**src/rtl/serial_adder_pkg.sv**
```systemverilog
// Shared definitions for the bit-serial adder: FSM state encoding and
// counter sizing helper.
package serial_adder_pkg;

    // FSM states; the unused code 2'b11 is decoded back to ST_IDLE.
    typedef enum logic [1:0] {
        ST_IDLE = 2'b00,
        ST_RUN  = 2'b01,
        ST_DONE = 2'b10
    } state_t;

    // Legal operand width range.
    localparam int WIDTH_MIN = 2;
    localparam int WIDTH_MAX = 32;

    // Bit-counter width: CNT_W = $clog2(WIDTH), never below one bit.
    function automatic int cnt_width(input int width);
        if (width <= 1) begin
            return 1;
        end else begin
            return $clog2(width);
        end
    endfunction

endpackage : serial_adder_pkg

```
**src/rtl/serial_adder_full_adder_bit.sv**
```systemverilog
// Single-bit full adder built from two half-adder stages plus an OR for
// the carry. Purely combinational.
module full_adder_bit (
    input  logic a,
    input  logic b,
    input  logic cin,
    output logic s,
    output logic cout
);

    logic ha1_s;
    logic ha1_c;
    logic ha2_c;

    // First half adder combines the two operand bits.
    assign ha1_s = a ^ b;
    assign ha1_c = a & b;

    // Second half adder folds in the incoming carry.
    assign s     = ha1_s ^ cin;
    assign ha2_c = ha1_s & cin;

    // A carry out is produced by either half-adder stage.
    assign cout  = ha1_c | ha2_c;

endmodule : full_adder_bit

```
**src/rtl/serial_adder.sv**
```systemverilog
// Bit-serial WIDTH-bit adder. Operands are accepted over a valid/ready
// handshake, summed LSB-first one bit per clock through a single full-adder
// cell, and the result {carry, sum} is held until the consumer accepts it.
// Optional feature macro: SERIAL_ADDER_SUB_EN adds a 'sub' input (a - b)
// and a 'borrow' output.
module serial_adder
    import serial_adder_pkg::*;
#(
    parameter int WIDTH = 8
) (
    input  logic             clk,
    input  logic             rst_n,
    input  logic             in_valid,
    output logic             in_ready,
    input  logic [WIDTH-1:0] a,
    input  logic [WIDTH-1:0] b,
`ifdef SERIAL_ADDER_SUB_EN
    input  logic             sub,
`endif
    output logic             out_valid,
    input  logic             out_ready,
    output logic [WIDTH-1:0] sum,
    output logic             carry
`ifdef SERIAL_ADDER_SUB_EN
    ,
    output logic             borrow
`endif
);

    localparam int CNT_W = cnt_width(WIDTH);
    localparam logic [CNT_W-1:0] CNT_LAST = CNT_W'(WIDTH - 1);

    state_t            state_r;
    logic [WIDTH-1:0]  a_sr_r;
    logic [WIDTH-1:0]  b_sr_r;
    logic [WIDTH-1:0]  sum_r;
    logic              carry_r;
    logic [CNT_W-1:0]  cnt_r;

    logic [WIDTH-1:0]  b_load_s;
    logic              c_init_s;
    logic              fa_s_s;
    logic              fa_cout_s;

    // Operand-B load value and initial carry; subtraction is a + ~b + 1.
    always_comb begin
        b_load_s = b;
        c_init_s = 1'b0;
`ifdef SERIAL_ADDER_SUB_EN
        if (sub) begin
            b_load_s = ~b;
            c_init_s = 1'b1;
        end else begin
            b_load_s = b;
            c_init_s = 1'b0;
        end
`endif
    end

    // The one arithmetic cell, fed from the operand LSBs and the carry flop.
    full_adder_bit u_fa (
        .a    (a_sr_r[0]),
        .b    (b_sr_r[0]),
        .cin  (carry_r),
        .s    (fa_s_s),
        .cout (fa_cout_s)
    );

    // Control FSM and serial datapath: load, shift one bit per clock, hold.
    always_ff @(posedge clk or negedge rst_n) begin
        if (!rst_n) begin
            state_r <= ST_IDLE;
            a_sr_r  <= {WIDTH{1'b0}};
            b_sr_r  <= {WIDTH{1'b0}};
            sum_r   <= {WIDTH{1'b0}};
            carry_r <= 1'b0;
            cnt_r   <= {CNT_W{1'b0}};
        end else begin
            case (state_r)
                ST_IDLE: begin
                    if (in_valid) begin
                        a_sr_r  <= a;
                        b_sr_r  <= b_load_s;
                        carry_r <= c_init_s;
                        cnt_r   <= {CNT_W{1'b0}};
                        state_r <= ST_RUN;
                    end else begin
                        state_r <= ST_IDLE;
                    end
                end
                ST_RUN: begin
                    // Sum bits enter at the MSB so the LSB lands at bit 0
                    // after WIDTH shifts.
                    sum_r   <= {fa_s_s, sum_r[WIDTH-1:1]};
                    a_sr_r  <= {1'b0, a_sr_r[WIDTH-1:1]};
                    b_sr_r  <= {1'b0, b_sr_r[WIDTH-1:1]};
                    carry_r <= fa_cout_s;
                    cnt_r   <= cnt_r + {{(CNT_W-1){1'b0}}, 1'b1};
                    if (cnt_r == CNT_LAST) begin
                        state_r <= ST_DONE;
                    end else begin
                        state_r <= ST_RUN;
                    end
                end
                ST_DONE: begin
                    // Result holds under backpressure; acceptance returns
                    // to idle with sum/carry left in place.
                    if (out_ready) begin
                        state_r <= ST_IDLE;
                    end else begin
                        state_r <= ST_DONE;
                    end
                end
                default: begin
                    state_r <= ST_IDLE;
                end
            endcase
        end
    end

    // Handshake flags are decoded from the state register only.
    assign in_ready  = (state_r == ST_IDLE);
    assign out_valid = (state_r == ST_DONE);
    assign sum       = sum_r;
    assign carry     = carry_r;
`ifdef SERIAL_ADDER_SUB_EN
    assign borrow    = ~carry_r;
`endif

endmodule : serial_adder

```
**config.mk**
```make
export PLATFORM = sky130hd
export DESIGN_NAME = serial_adder
export DESIGN_NICKNAME = d
export VERILOG_FILES = /design/src/rtl/serial_adder_pkg.sv /design/src/rtl/serial_adder_full_adder_bit.sv /design/src/rtl/serial_adder.sv
export SDC_FILE = /design/constraint.sdc
export NUM_CORES = 1
export LEC_CHECK = 0
export BUFFER_PORTS_ARGS = -buffer_cell sky130_fd_sc_hd__buf_2
export CAP_MARGIN = 20
export CORE_ASPECT_RATIO = 1.5
export CORE_UTILIZATION = 48
export DETAILED_ROUTE_END_ITERATION = 10
export HOLD_SLACK_MARGIN = 0.05
export PLACE_DENSITY = 0.8
export SETUP_SLACK_MARGIN = 0.1
export SLEW_MARGIN = 5
export SYNTH_ARGS = -nofsm -noshare
export SYNTH_HDL_FRONTEND = slang
export SYNTH_SLANG_ARGS = --single-unit
```
**constraint.sdc**
```tcl
create_clock -name clk -period 1.2 [get_ports clk]
set_input_delay 0.12 -clock clk [delete_from_list [all_inputs] [get_ports clk]]
set_output_delay 0.12 -clock clk [all_outputs]
set_load 0.05 [all_outputs]
```
**Word level (Yosys, flattened, before mapping)**

Cells that the tools add are included.

- Bits of input ports: 20
- Word-level logic and storage cells: 31
- Bits in registers: 30
- Output and inout port bits: 11

- Reductions and logical operators: 3
- Bitwise logic cells: 5
- Add/subtract/negate cells: 1
- Equal/unequal tests: 4
- Muxes and demuxes: 12

Operators with widths:

| kind | number |
|---|---|
| 8-bit case mux with 2 select lines | 2 |
| 8-bit 2-to-1 mux | 2 |
| 2-bit case mux with 3 select lines | 1 |
| 3-bit case mux with 2 select lines | 1 |
| 2-bit 2-to-1 mux | 2 |
| 3-bit by 1-bit adder with 3-bit output, second input constant | 1 |
| 3-bit equality test, second input constant | 1 |
| 3-bit 2-to-1 mux | 1 |
| 1-bit AND | 2 |
| 2-bit by 1-bit equality test with 1-bit output, second input constant | 1 |
| 2-bit equality test, second input constant | 1 |
| 2-bit zero test | 1 |
| 1-bit 2-to-1 mux | 2 |
| 2-bit inequality test, second input constant | 1 |
| 1-bit case mux with 2 select lines | 1 |
| 2-bit AND reduction | 1 |
| 2-bit nonzero test | 1 |
| 1-bit XOR | 2 |
| 1-bit OR | 1 |

**Logic depth before layout (Yosys ltp)**

- Word-level depth: 4
- Depth in mapped cells: 4
- Mapped depth without buffers: 4

**By module**

Synthesis repeated with hierarchy kept, for this count alone.

- Cells, all modules: 106
- Area, all modules: 1425.1 µm²

Modules (own cells, without submodules):

| module | area an instance (µm²) | sequential area each (µm²) | instances | cells each |
|---|---|---|---|---|
| serial_adder | 1405.1 | 750.7 | 1 | 105 |
| full_adder_bit | 20.0 | 0.0 | 1 | 1 |

**Worst setup path after synthesis**

Ideal clock, no wire load.

- Path type: flip-flop to flip-flop
- From: register state_r[1]
- To: register a_sr_r[0]
- Cell stages (with the launch flop): 5
- Data required time: 1025 ps
- Setup slack: -353 ps
- Period minus slack after synthesis: 1553 ps
- Library setup time: 175 ps
- Arrival: 1378 ps
- Cells stage by stage: dfrtp_1 -> buf_6 -> buf_2 -> nor2_2 -> a222oi_1

- Cells in the longest elaborated chain, start to end: 3

Ends and longest elaborated chain:

| what | line | source |
|---|---|---|
| start, declared | serial_adder.sv:33 | `state_t state_r;` |
| start signal, assigned | serial_adder.sv:72 | `state_r <= ST_IDLE;` |
| start signal, assigned | serial_adder.sv:86 | `state_r <= ST_RUN;` |
| start signal, assigned | serial_adder.sv:88 | `state_r <= ST_IDLE;` |
| 2-bit zero test (*) | - |  |
| via in_ready | serial_adder.sv:14 | `output logic in_ready,` |
| 2-bit inequality test (no line) / 2-bit nonzero test (equally long branches) | - |  |
| 2-bit AND reduction (no line) | - |  |
| end signal, assigned | serial_adder.sv:73 | `a_sr_r <= {WIDTH{1'b0}};` |
| end signal, assigned | serial_adder.sv:95 | `a_sr_r <= {1'b0, a_sr_r[WIDTH-1:1]};` |
| end, declared | serial_adder.sv:34 | `logic [WIDTH-1:0] a_sr_r;` |

The timed path passes the listed nets; every way through them passes the cells marked *.
A chain may end at the register's enable or synchronous reset.

**Worst setup path in the final report**

- From: register state_r[1]
- To: register b_sr_r[2]

- Cells in the longest elaborated chain, start to end: 3

Ends and longest elaborated chain:

| what | line | source |
|---|---|---|
| 2-bit by 1-bit equality test with 1-bit output / 2-bit zero test (equally long branches) | serial_adder.sv:79 | `case (state_r)` |
| 2-bit nonzero test (no line) / 2-bit inequality test (equally long branches) | - |  |
| 2-bit AND reduction (no line) | - |  |
| end signal, assigned | serial_adder.sv:74 | `b_sr_r <= {WIDTH{1'b0}};` |
| end signal, assigned | serial_adder.sv:83 | `b_sr_r <= b_load_s;` |
| end signal, assigned | serial_adder.sv:96 | `b_sr_r <= {1'b0, b_sr_r[WIDTH-1:1]};` |
| end, declared | serial_adder.sv:35 | `logic [WIDTH-1:0] b_sr_r;` |

Several ways; a longest one is shown, not always the timed one.

==> results.py <==
metrics = {
    "global_routing": {
        "grt_usage_pct": 21.66,
        "grt_max_degree": 31,
        "grt_pass1_vias": 1068,
        "antenna_found_initial": 0,
        "overflow": 0,
        "grt_pass1_wl_mm": 4.650,
    },
    "sta": {
        "min_period_ns": 1.341,
        "drv_slew": 0,
        "period_share_pct": 111.7,
        "tightest_slew_ns": 0.6640,
        "hold_viol_final": 0,
        "setup_ws_ns": -0.1407,
        "relSlewSlack_pct": 55.73,
        "fin_worst_skew_ns": 0.006109,
        "timing.fmax_mhz": 745.9,
        "setup_violations": 29,
        "rsz0062_at_grt": "true",
    },
    "cells_and_area": {
        "final_area_um2": 1934,
        "utilization_pct": 70.76,
        "final_common_cell": "buf_2",
        "layout.cells.non_filler": 201,
        "area_delta_synth_final_pct": 35.50,
        "final_cell_mix": "28 x buf_2, 27 x dfrtp_1, 14 x buf_4",
        "drive_above_1_share_pct": 53.66,
        "n_antenna_cell": 0,
        "fin_nets": 186,
    },
    "routing": {
        "drtPass1Iterations": 4,
        "drt_iter0_drc": 26,
        "wire_per_inst_um": 14.81,
        "via_count": 1108,
        "antenna_left": 0,
        "vias_per_cell": 5.512,
        "drc": 0,
        "wirelength_mm": 2.977,
    },
    "logic_synthesis": {
        "ys_ff_latch": 30,
        "syn-num-nets": 138,
        "synthesis.area_um2": 1428,
        "synth_top_area_share_pct": 52.59,
        "synth.distinct_cells": 32,
        "yosysWarnings": 0,
        "synth_top_area_cell": "dfrtp_1",
        "syn_inst": 115,
        "avgSynthCellArea_um2": 12.41,
        "ys_seq_area_share_pct": 52.59,
        "synth_area_leaders": "dfrtp_1 53%, mux2_2 5.5%, a222oi_1 4.9%, o221a_2 3.9%, nor2b_1 3.5%",
    },
    "floorplan": {
        "dieHeight_um": 68.79,
        "dieArea_um2": 3201,
        "io_pins": 31,
        "initial_core_util_pct": 52.22,
        "core_area_um2": 2734,
        "die_x_um": 46.53,
        "row_count": 23,
    },
    "clocking": {
        "clkLatencyLatePin_ns": 0.28,
        "clockBufferDepth": 2,
        "cts-root-buf": "clkbuf_8",
        "clk_pin_slew_ns": 0.06,
        "cts_tree": "built",
        "cts_sinks": 30,
        "htreeDepth": 2,
        "cts_buffers": 5,
    },
    "placed_design": {
        "numPortBuffers": 30,
        "placed_cells": 182,
        "dp_hpwl_mm": 1.993,
        "place_area_um2": 1668,
        "gp_congestion": 0.7432,
    },
    "worst_setup_path": {
        "critical_path_arrival_ns": 1.51,
        "crit_fanout": 7,
        "crit_type": "reg2reg",
        "endpoint_kind": "flip-flop",
        "required_ns": 1.37,
        "worst_setup_path_start_kind": "flip-flop",
    },
    "power": {
        "powerDensity_nw_per_um2": 2912,
        "peakVddDrop_mv": 1.682,
        "p_leak_nw": 0.8920,
        "fin_total_pwr_mw": 5.633,
    },
    "job": {
        "max_cap_viol_count": 0,
    },
    "run_status": {
        "outcome": "finished, violations left",
        "violations": "negative setup slack",
    },
    "worst_hold_path": {
        "min_path_type": "in2reg",
    },
}
[layout make-up]
type                            instances  area [µm²]
Multi-Input combinational cell         62       633.1
Clock buffer                            8       80.08
Inverter                               13       48.80
Fill cell                             219       799.5
Tap cell                               37       46.29
Sequential cell                        30       754.5
Timing Repair Buffer                   51       371.6
[power by group]
part	total [mW]	switching, mW	internal [mW]
Clock	0.753	0.342	0.410
Sequential	1.81	0.290	1.52
Combinational	3.07	1.61	1.47
[cells by family after synthesis]
kind of cell / synth area share (%)
AND/OR/NAND/NOR: 14.02
buffers and inverters: 8.326
flip-flops: 52.59
multiplexers: 6.924
AO/OA/AOI/OAI: 14.99
adder cells (fa/ha/maj): 3.155
[per-stage QoR]
stage | setup WS [ns] | hold WS (ns) | setup TNS, ns
final | -0.1407 | 0.1539 | -2.134
after global routing | -0.1978 | 0.1906 | -3.785
after CTS | -0.1250 | 0.1425 | -1.839
after detailed placement | -0.2796 | 0.1800 | -3.891
after global placement | -0.1904 | 0.1740 | -2.668
after floorplan | -0.07839 | -0.1756 | -0.7738
[cell usage after synthesis]
cell / number
a211o_1: 1
a211oi_1: 2
a21oi_1: 1
a222oi_1: 7
a22o_1: 3
and2b_1: 1
buf_2: 4
buf_4: 1
buf_6: 3
clkbuf_1: 1
clkbuf_2: 1
dfrtp_1: 30
fa_1: 1
ha_1: 2
inv_1: 13
mux2_2: 7
mux2i_1: 2
nand2_1: 1
nand2b_1: 3
nand3b_1: 1
nor2_2: 1
nor2b_1: 8
nor3b_1: 3
nor4b_1: 2
nor4bb_1: 1
o21ba_2: 1
o21bai_1: 1
o221a_2: 5
o221ai_1: 1
o22ai_1: 1
or2_1: 1
or4b_1: 5
[timing repair]
item | CTS | global route
setup endpoints to repair | 31 | 32
gates cloned | 0 | 1
hold buffers | 1 | 0
resized for setup | 15 | 8
pin swaps | 4 | 5
hold endpoints to repair | 30 | 0
buffers inserted | 4 | 5
[flip-flops by register name, summed over array words and instances (netlist names)]
signal	count
carry	1
sum	8
b_sr_r	8
cnt_r	3
a_sr_r	8
state_r	2
[final timing paths]
path                                  from         end  slack (ns)  depth (start not counted)
worst max register to register  state_r[1]   b_sr_r[2]       -0.14                          3
min in group asynchronous            rst_n   a_sr_r[2]        0.41                          2
worst max-delay path            state_r[1]   b_sr_r[2]       -0.14                          3
max in group asynchronous            rst_n  state_r[1]        0.31                          2
worst min register to register      sum[0]      sum[0]        0.50                          1
worst min-delay path             out_ready  state_r[1]        0.15                          3
[worst max-delay path, cell delays in order (launching register included)]
cell and delay [ns]:
dfrtp_2 0.45, buf_6 0.14, or4b_1 0.50, o221a_2 0.13
[layer usage]
layer	GRT usage (%)	vias up	routed length, µm
met4	12.13	0	60
met1	22.80	547	1120
met2	35.59	36	1647
li1	-	517	-
met3	8.594	8	149
met5	0	-	0
Power figures use the tool's default switching activity.
